$ cat src/rtl/fetch_unit.sv
// Fetch stage: owns the PC, issues imem reads, queues returned words in order. gnt->instr_valid in 2 cycles;
// requests are credit-limited by queue space plus in-flight reads, so a stalled decode stops fetching.

module fetch_fifo #(
  parameter int W     = 32,
  parameter int DEPTH = 2
) (
  input  logic                       clk,
  input  logic                       rst_n,
  input  logic                       flush,
  input  logic                       push_vld,
  input  logic [W-1:0]               push_dat,
  input  logic                       pop,
  output logic [W-1:0]               head_dat,
  output logic                       empty,
  output logic [$clog2(DEPTH):0]     count
);
  localparam int AW = $clog2(DEPTH);

  logic [W-1:0] mem_q [DEPTH];
  logic [W-1:0] mem_d [DEPTH];
  logic [AW-1:0] rd_ptr_q, rd_ptr_d, wr_ptr_q, wr_ptr_d;
  logic [AW:0]   cnt_q, cnt_d;

  always_comb begin
    mem_d    = mem_q;
    rd_ptr_d = rd_ptr_q;
    wr_ptr_d = wr_ptr_q;
    cnt_d    = cnt_q;
    if (flush) begin
      rd_ptr_d = '0;
      wr_ptr_d = '0;
      cnt_d    = '0;
    end else begin
      if (push_vld) begin
        mem_d[wr_ptr_q] = push_dat;
        wr_ptr_d        = wr_ptr_q + {{(AW-1){1'b0}}, 1'b1};
      end
      if (pop) begin
        rd_ptr_d = rd_ptr_q + {{(AW-1){1'b0}}, 1'b1};
      end
      cnt_d = cnt_q + {{AW{1'b0}}, push_vld} - {{AW{1'b0}}, pop};
    end
  end

  always_ff @(posedge clk or negedge rst_n) begin
    if (!rst_n) begin
      for (int i = 0; i < DEPTH; i++) mem_q[i] <= '0;
      rd_ptr_q <= '0;
      wr_ptr_q <= '0;
      cnt_q    <= '0;
    end else begin
      mem_q    <= mem_d;
      rd_ptr_q <= rd_ptr_d;
      wr_ptr_q <= wr_ptr_d;
      cnt_q    <= cnt_d;
    end
  end

  assign head_dat = mem_q[rd_ptr_q];
  assign empty    = (cnt_q == '0);
  assign count    = cnt_q;
endmodule

module fetch_unit #(
  parameter logic [31:0] RESET_PC  = 32'h0000_0000,
  parameter int          QDEPTH    = 2,
  parameter logic [31:0] NOP_INSTR = 32'h0000_0013
) (
  input  logic        clk,
  input  logic        rst_n,
  output logic        imem_req,
  output logic [31:0] imem_addr,
  input  logic        imem_gnt,
  input  logic        imem_rvalid,
  input  logic [31:0] imem_rdata,
  input  logic        redirect,
  input  logic [31:0] redirect_pc,
  output logic [31:0] instr,
  output logic [31:0] instr_pc,
  output logic        instr_valid,
  input  logic        instr_ready
);
  localparam int CW = $clog2(QDEPTH) + 1;
  localparam logic [CW:0] QD_W = (CW+1)'(QDEPTH);

  typedef enum logic [1:0] {BOOT, RUN, FLUSH} state_t;

  state_t        state_q, state_d;
  logic [31:0]   fetch_pc_q, fetch_pc_d;
  logic [CW-1:0] discard_q, discard_d;

  logic [CW-1:0] outstanding, q_count;
  logic          tag_empty, q_empty;
  logic [31:0]   tag_head;
  logic [63:0]   q_head;
  logic [CW:0]   used;
  logic          rsp, gnt_acc, redir_eff, q_push, q_pop;

  // The tag FIFO's occupancy is the outstanding-request count; dropped responses still pop it.
  fetch_fifo #(.W(32), .DEPTH(QDEPTH)) u_tag_fifo (
    .clk      (clk),
    .rst_n    (rst_n),
    .flush    (1'b0),
    .push_vld (gnt_acc),
    .push_dat (fetch_pc_q),
    .pop      (rsp),
    .head_dat (tag_head),
    .empty    (tag_empty),
    .count    (outstanding)
  );

  fetch_fifo #(.W(64), .DEPTH(QDEPTH)) u_instr_q (
    .clk      (clk),
    .rst_n    (rst_n),
    .flush    (redir_eff),
    .push_vld (q_push),
    .push_dat ({imem_rdata, tag_head}),
    .pop      (q_pop),
    .head_dat (q_head),
    .empty    (q_empty),
    .count    (q_count)
  );

  assign used      = {1'b0, q_count} + {1'b0, outstanding};
  assign imem_req  = (state_q == RUN) && (used < QD_W) && !redirect;
  assign imem_addr = fetch_pc_q;
  assign gnt_acc   = imem_req && imem_gnt;
  assign rsp       = imem_rvalid && !tag_empty;
  assign redir_eff = redirect && (state_q != BOOT);
  assign q_push    = rsp && (discard_q == '0) && !redir_eff;
  assign q_pop     = instr_valid && instr_ready && !redir_eff;

  assign instr_valid = !q_empty;
  assign instr       = instr_valid ? q_head[63:32] : NOP_INSTR;
  assign instr_pc    = instr_valid ? q_head[31:0]  : 32'h0;

  always_comb begin
    state_d    = state_q;
    fetch_pc_d = fetch_pc_q;
    discard_d  = discard_q;

    if (redirect) begin
      fetch_pc_d = redirect_pc & 32'hFFFF_FFFC;
    end else if (gnt_acc) begin
      fetch_pc_d = fetch_pc_q + 32'd4;
    end

    // No request can be granted in a redirect cycle, so everything in flight is wrong-path.
    if (redir_eff) begin
      discard_d = outstanding - {{(CW-1){1'b0}}, rsp};
    end else if (rsp && (discard_q != '0)) begin
      discard_d = discard_q - {{(CW-1){1'b0}}, 1'b1};
    end

    case (state_q)
      BOOT:    state_d = RUN;
      RUN,
      FLUSH: begin
        if (redir_eff) begin
          state_d = (discard_d != '0) ? FLUSH : RUN;
        end else if ((state_q == FLUSH) && (discard_d == '0)) begin
          state_d = RUN;
        end
      end
      default: state_d = BOOT;
    endcase
  end

  always_ff @(posedge clk or negedge rst_n) begin
    if (!rst_n) begin
      state_q    <= BOOT;
      fetch_pc_q <= RESET_PC;
      discard_q  <= '0;
    end else begin
      state_q    <= state_d;
      fetch_pc_q <= fetch_pc_d;
      discard_q  <= discard_d;
    end
  end
endmodule

$ cat config.mk
export PLATFORM = sky130hd
export DESIGN_NAME = fetch_unit
export DESIGN_NICKNAME = d
export VERILOG_FILES = /design/src/rtl/fetch_unit.sv
export SDC_FILE = /design/constraint.sdc
export NUM_CORES = 1
export LEC_CHECK = 0
export CELL_PAD_IN_SITES_DETAIL_PLACEMENT = 0
export CELL_PAD_IN_SITES_GLOBAL_PLACEMENT = 1
export CORE_MARGIN = 2
export CORE_UTILIZATION = 50
export DETAILED_ROUTE_END_ITERATION = 10
export DONT_BUFFER_PORTS = 1
export GPL_ROUTABILITY_DRIVEN = 0
export PLACE_DENSITY_LB_ADDON = 0.1
export SLEW_MARGIN = 10
export SYNTH_ARGS = -nofsm -noshare
export SYNTH_HDL_FRONTEND = slang
export SYNTH_SLANG_ARGS = --single-unit
$ cat constraint.sdc
create_clock -name clk -period 2.66 [get_ports clk]
set_input_delay 0.532 -clock clk [delete_from_list [all_inputs] [get_ports clk]]
set_output_delay 0.532 -clock clk [all_outputs]
set_load 0.05 [all_outputs]
# After elaboration in Yosys (flattened, before gate mapping)
# Cells that the tools add are included.
classes:
  n_eq_ne: 3
  addsub: 12
  n_bitwise: 5
  n_reduce_logical: 30
  mux: 27
  magnitude_cmp: 7
ops:
  columns: ["operator", "count"]
  rows:
  - ["$mux W32", 8]
  - ["$mux W64", 4]
  - ["$bwmux W128", 1]
  - ["$bwmux W64", 1]
  - ["$demux W64 S1", 1]
  - ["$add A32 B3 Y32 const B", 1]
  - ["$demux W32 S1", 1]
  - ["$logic_and A1 B1 Y1", 13]
  - ["$mux W2", 6]
  - ["$reduce_bool A2 Y1", 6]
  - ["$logic_not A2 Y1", 5]
  - ["$ge A2 B2 Y1 const B", 4]
  - ["$not A1 Y2", 4]
  - ["$sub A2 B1 Y2", 3]
  - ["$add A1 B1 Y1 const B", 4]
  - ["$add A2 B1 Y2", 2]
  - ["$logic_not A1 Y1", 4]
  - ["$lt A2 B1 Y1 const B", 2]
  - ["$mux W1", 4]
  - ["$pmux W2 S2", 1]
  - ["$add A2 B2 Y3", 1]
  - ["$lt A3 B2 Y1 const B", 1]
  - ["$ne A3 B3 Y1 const B", 1]
  - ["$eq A2 B1 Y1 const B", 1]
  - ["5 further kinds", 5]
totals:
  ff_bits: 236
  out_inout_bits: 98

# Depth between registers and ports, before layout
logic_depth:
  depth_word: 11
  ltp_mapped: 11

# Hierarchy
# A second synthesis with hierarchy kept.
hier_totals:
  hier_cells: 876
  hier_area_um2: 11735.0
by_module_without_submodules:
  columns: ["module", "area_each_um2", "cells_per_inst", "n_inst"]
  rows:
  - ["fetch_fifo (u_instr_q)", 6052.1, 359, 1]
  - ["fetch_fifo (u_tag_fifo)", 3002.9, 188, 1]
  - ["fetch_unit", 2680.1, 329, 1]

# Least setup slack after synthesis
# Ideal clock, no wire load.
synth_timing:
  kind: "register -> register"
  start: "reg u_tag_fifo.cnt_q[0], in the netlist u_tag_fifo.count[0]"
  end: "reg fetch_pc_q[17], in the netlist imem_addr[17]"
  period_less_slack_ns: 2.788
  stages_incl_launch_ff: 11
  slack_ns: -0.128
  t_arrival_ns: 2.657
  n_path_buf: 1
  required_time_ns: 2.529
  path_cell_list: "dfrtp_1 inv_1 nor2_1 fa_1 nor4b_4 nand2_1 inv_2 nor2_1 buf_2 a22o_1 or3b_1"
synth_between:
  elab_chain_cells: 6
synth_lines:
  columns: ["item", "line_no", "source"]
  rows:
  - ["from (decl)", "23", "logic [AW:0] cnt_q, cnt_d;"]
  - ["from (signal assigned)", "56", "cnt_q <= cnt_d;"]
  - ["$add A2 B2 Y3", "125", "assign used = {1'b0, q_count} + {1'b0, outstanding};"]
  - ["$lt A3 B2 Y1", "126", "assign imem_req = (state_q == RUN) && (used < QD_W) && !redirect;"]
  - ["$logic_and A1 B1 Y1 (2 in a row)", "126", null]
  - ["net imem_req", "72", "output logic imem_req,"]
  - ["$logic_and A1 B1 Y1", "128", "assign gnt_acc = imem_req && imem_gnt;"]
  - ["$reduce_bool A2 Y1 (no line)", null, null]
  - ["to (signal assigned)", "177", "fetch_pc_q <= fetch_pc_d;"]
  - ["to (decl)", "90", "logic [31:0] fetch_pc_q, fetch_pc_d;"]
# The timed path passes the listed nets, and every way through them passes these cells.
# A chain may end at the register's enable or synchronous reset.

# Worst setup path after layout
layout_timing:
  start: "reg u_instr_q.cnt_q[0], in the netlist u_instr_q.count[0]"
  end: "out imem_req"
layout_between:
  elab_chain_cells: 4
layout_lines:
  columns: ["item", "line_no"]
  rows:
  - ["from (decl)", "23"]
  - ["from (signal assigned)", "56"]
  - ["$add A2 B2 Y3", "125"]
  - ["$lt A3 B2 Y1", "126"]
  - ["$logic_and A1 B1 Y1 (2 in a row)", "126"]
  - ["to (decl)", "72"]
# No other way between the ends.

==> impl_metrics.csv <==
group,metric,value,unit
sta,max_freq,390.8,MHz
cts,postCtsSetupBuffers,0,
synth,yosysUniqueCellTypes,57,
sta,hold_viol_final,226,
final_layout,final_cell_mix,"dfrtp_1, mux2_2, nor2_1",
floorplanning,fp-row-count,53,
power_and_ir_drop,p_sw,0.006412,W
power_and_ir_drop,power.share.clock,0.211,
setup_path,path_cells,"inv_2, nor2_2, fa_1, nor4b_4, buf_6",
floorplanning,die_w,149.1,um
final_layout,register_area,0.005659,mm2
route,vias,7176,
hold_path,hold_path.class,"in2async",
sta,slew_headroom,0.5015,
synth,ys_warn_count,0,
final_layout,finalNetCount,1088,
sta,maxSlewViolCount,0,
floorplanning,core_area,0.02082,mm2
sta,timing.final.crit_share,0.9620,
cts,clock-root-buffer,"clkbuf_16",
sta,finClkSkew,15.26,ps
power_and_ir_drop,p_int,0.009371,W
synth,synth_seq_cells,226,
power_and_ir_drop,max-vdd-ir-drop,0.5046,mV
floorplanning,io_pins,168,
setup_path,slowest_stage,"fa_1",
sta,period_minus_slack,2559,ps
outcome,violations,"negative hold slack",
setup_path,critPathBufInv,2,
route,drt_iter0_markers,362,
route,via_per_inst,5.520,
cts,cts_max_level,1,
sta,fin_ws,101.1,ps
route,wl_per_cell,17.61,um
global_route,grt_pass1_wl,37650,um
final_layout,layout_commonest_cell,"dfrtp_1",
synth,yosysSeqAreaShare,0.5371,
synth,syn_inst,933,
setup_path,worstSetupEndpointType,"primary output",
power_and_ir_drop,combPwrFrac,0.442,
global_route,grt_pass1_vias,7440,
route,wl,22890,um
floorplanning,dieArea,0.02223,mm2
floorplanning,die_h,149.1,um
global_route,grt_overflow_total,0,
setup_path,cp_max_fo,2,
power_and_ir_drop,switching_share,0.4063,
final_layout,drive_above_1_share,0.2771,
final_layout,area_growth,16.72,%
cts,cts_tree,"yes",
setup_path,crit_family,"adder cells",
route,dr.pass1.iters,4,
placement,place_hpwl,15360,um
power_and_ir_drop,seq_power_share,0.347,
synth,synth_area_per_cell,11.28,um2
setup_path,cpPeakStageDelay,450,ps
power_and_ir_drop,leakage,5.779,nW
synth,synth_edf_count,0,
outcome,status,"finished with violations",
setup_path,cp.arrival,2030,ps
setup_path,criticalPathCategory,"reg2out",
placement,place_ws,236.0,ps
cts,cts_sinks,226,
synth,synthFlopType,"dfrtp_1",
synth,async_flop_share,1.000,
placement,io_buffers,0,
sta,rsz0062_at_grt,"true",
cts,clk_latency,520,ps
sta,holdWs,-271.5,ps
cts,cts_made_buffers,25,
final_layout,n_antenna_cell,0,
final_layout,multiInputGateArea,0.004561,mm2
sta,tightest_slew,741.6,ps
route,drc_errors,0,
synth,syn_area,0.01053,mm2
power_and_ir_drop,powerDensity,1284,mW/mm2
global_route,globalRouteTotalUtil,0.2108,
run,cap_violations,0,
route,antenna_left,0,
final_layout,instances_no_fill,1300,
floorplanning,initial_core_util,0.5056,
final_layout,fillerInstances,1776,
setup_path,start_kind,"flip-flop",
setup_path,worstPathRequired,2130,ps
global_route,antenna_found_initial,0,
placement,dp_cells,1255,
global_route,grt_max_degree,227,
cts,clk_pin_slew,60,ps
sta,setup_viol_count_final,0,
cts,clk_path_buf_depth,3,
power by group through the flow:
stage | clock network (W) | registers (W) | logic [W]
after floorplan | 0 | 0.00556 | 0.00515
after global routing | 0.00357 | 0.00564 | 0.00751
after global placement | 0 | 0.00543 | 0.00682
final | 0.00333 | 0.00547 | 0.00698
after CTS | 0.00342 | 0.00547 | 0.00704
after detailed placement | 0 | 0.00553 | 0.00702
metrics by stage:
stage / power (W) / utilization / area, um2 / setup TNS [ps]
after floorplan: 0.01071 / - / 10620 / -616.1
after CTS: 0.01593 / 0.5898 / 12280 / 0
after detailed placement: 0.01255 / 0.5513 / 11480 / 0
after global routing: 0.01671 / 0.5902 / 12290 / -0.4659
final: 0.01578 / 0.5902 / 12290 / 0
after global placement: 0.01225 / 0.5513 / 11480 / 0
final timing paths:
path                                                 startpoint                                to  slack [ps]  cells past startpoint
worst min-delay path                                      rst_n  u_instr_q.mem_q[117]$_DFFE_PN0P_        -270                      0
min in group clk                                 redirect_pc[5]          imem_addr[5]$_DFFE_PN0P_         150                      2
worst max register to register     u_instr_q.count[0]$_DFF_PN0_         imem_addr[23]$_DFFE_PN0P_         200                      9
worst min register to register  u_instr_q.mem_q[28]$_DFFE_PN0P_   u_instr_q.mem_q[28]$_DFFE_PN0P_         480                      2
worst max-delay path               u_instr_q.count[0]$_DFF_PN0_                          imem_req         100                      5
max in group asynchronous                                 rst_n   u_instr_q.mem_q[18]$_DFFE_PN0P_        2410                      0
Yosys cell counts, types with 4 or more instances:
library cell | instances | area, um2
clkbuf_1 | 26 | 97.59
o211ai_1 | 6 | 45.04
a221o_1 | 5 | 50.05
nand2_1 | 78 | 292.8
o311ai_0 | 7 | 61.31
dfrtp_1 | 226 | 5655
ha_1 | 10 | 125.1
inv_1 | 13 | 48.80
a41oi_1 | 4 | 35.03
mux2i_1 | 94 | 940.9
nand4_1 | 9 | 56.30
buf_2 | 22 | 110.1
o21ai_0 | 57 | 285.3
buf_4 | 11 | 82.58
nor2b_1 | 7 | 43.79
a21oi_1 | 35 | 175.2
mux2_2 | 117 | 1318
nor3_1 | 4 | 20.02
nor2_1 | 116 | 435.4
xnor2_1 | 6 | 52.55
nand3_1 | 16 | 80.08
buf_1 | 7 | 26.28
state kept, by name (all words and copies together), names as in the netlist:
signal               cells
u_instr_q.count          2
u_instr_q.wr_ptr_q       1
u_tag_fifo.count         2
u_instr_q.rd_ptr_q       1
u_tag_fifo.rd_ptr_q      1
imem_addr               30
u_tag_fifo.wr_ptr_q      1
discard_q                2
u_tag_fifo.mem_q        60
state_q                  2
u_instr_q.mem_q        124
area by class of cell:
| type | count | area share |
|---|---|---|
| Timing Repair Buffer | 110 | 0.07086 |
| Tap cell | 275 | 0.02800 |
| Clock inverter | 5 | 0.004072 |
| Multi-Input combinational cell | 630 | 0.3711 |
| Clock buffer | 40 | 0.06119 |
| Inverter | 14 | 0.004276 |
| Sequential cell | 226 | 0.4605 |
per-layer routing:
layer  up-vias  routed length (um)  GRT usage
met4         0                 397    0.05476
met1      3541               10150     0.2777
li1       3407                   -          -
met5         -                   0          0
met3        34                1451    0.04281
met2       194               10890     0.3583
what timing repair did:
item | in CTS | in global routing
endpoints found under the setup margin | 0 | 17
endpoints found under the hold margin | 226 | 226
resized for setup | 0 | 3
worst reg2reg max path, cell delays in order (launching register included):
cell and delay [ps]:
dfrtp_1 400, inv_2 60, nor2_2 120, fa_1 450
nor4b_4 270, nand2_1 130, inv_2 180, buf_4 250
nand4_1 140, a221o_1 330
cells by family (layout without fill, tap and decap cells):
group | Yosys count | count (layout) | share of synthesized area
xor+xnor | 9 | 9 | 0.007487
simple gates | 260 | 260 | 0.1136
other cells | 1 | 4 | 0.0003562
buf+inv | 80 | 169 | 0.03506
flops | 226 | 226 | 0.5371
mux | 214 | 214 | 0.2177
compound gates | 132 | 132 | 0.07487
fa+ha+maj | 11 | 11 | 0.01378
Power figures use the tool's default switching activity.
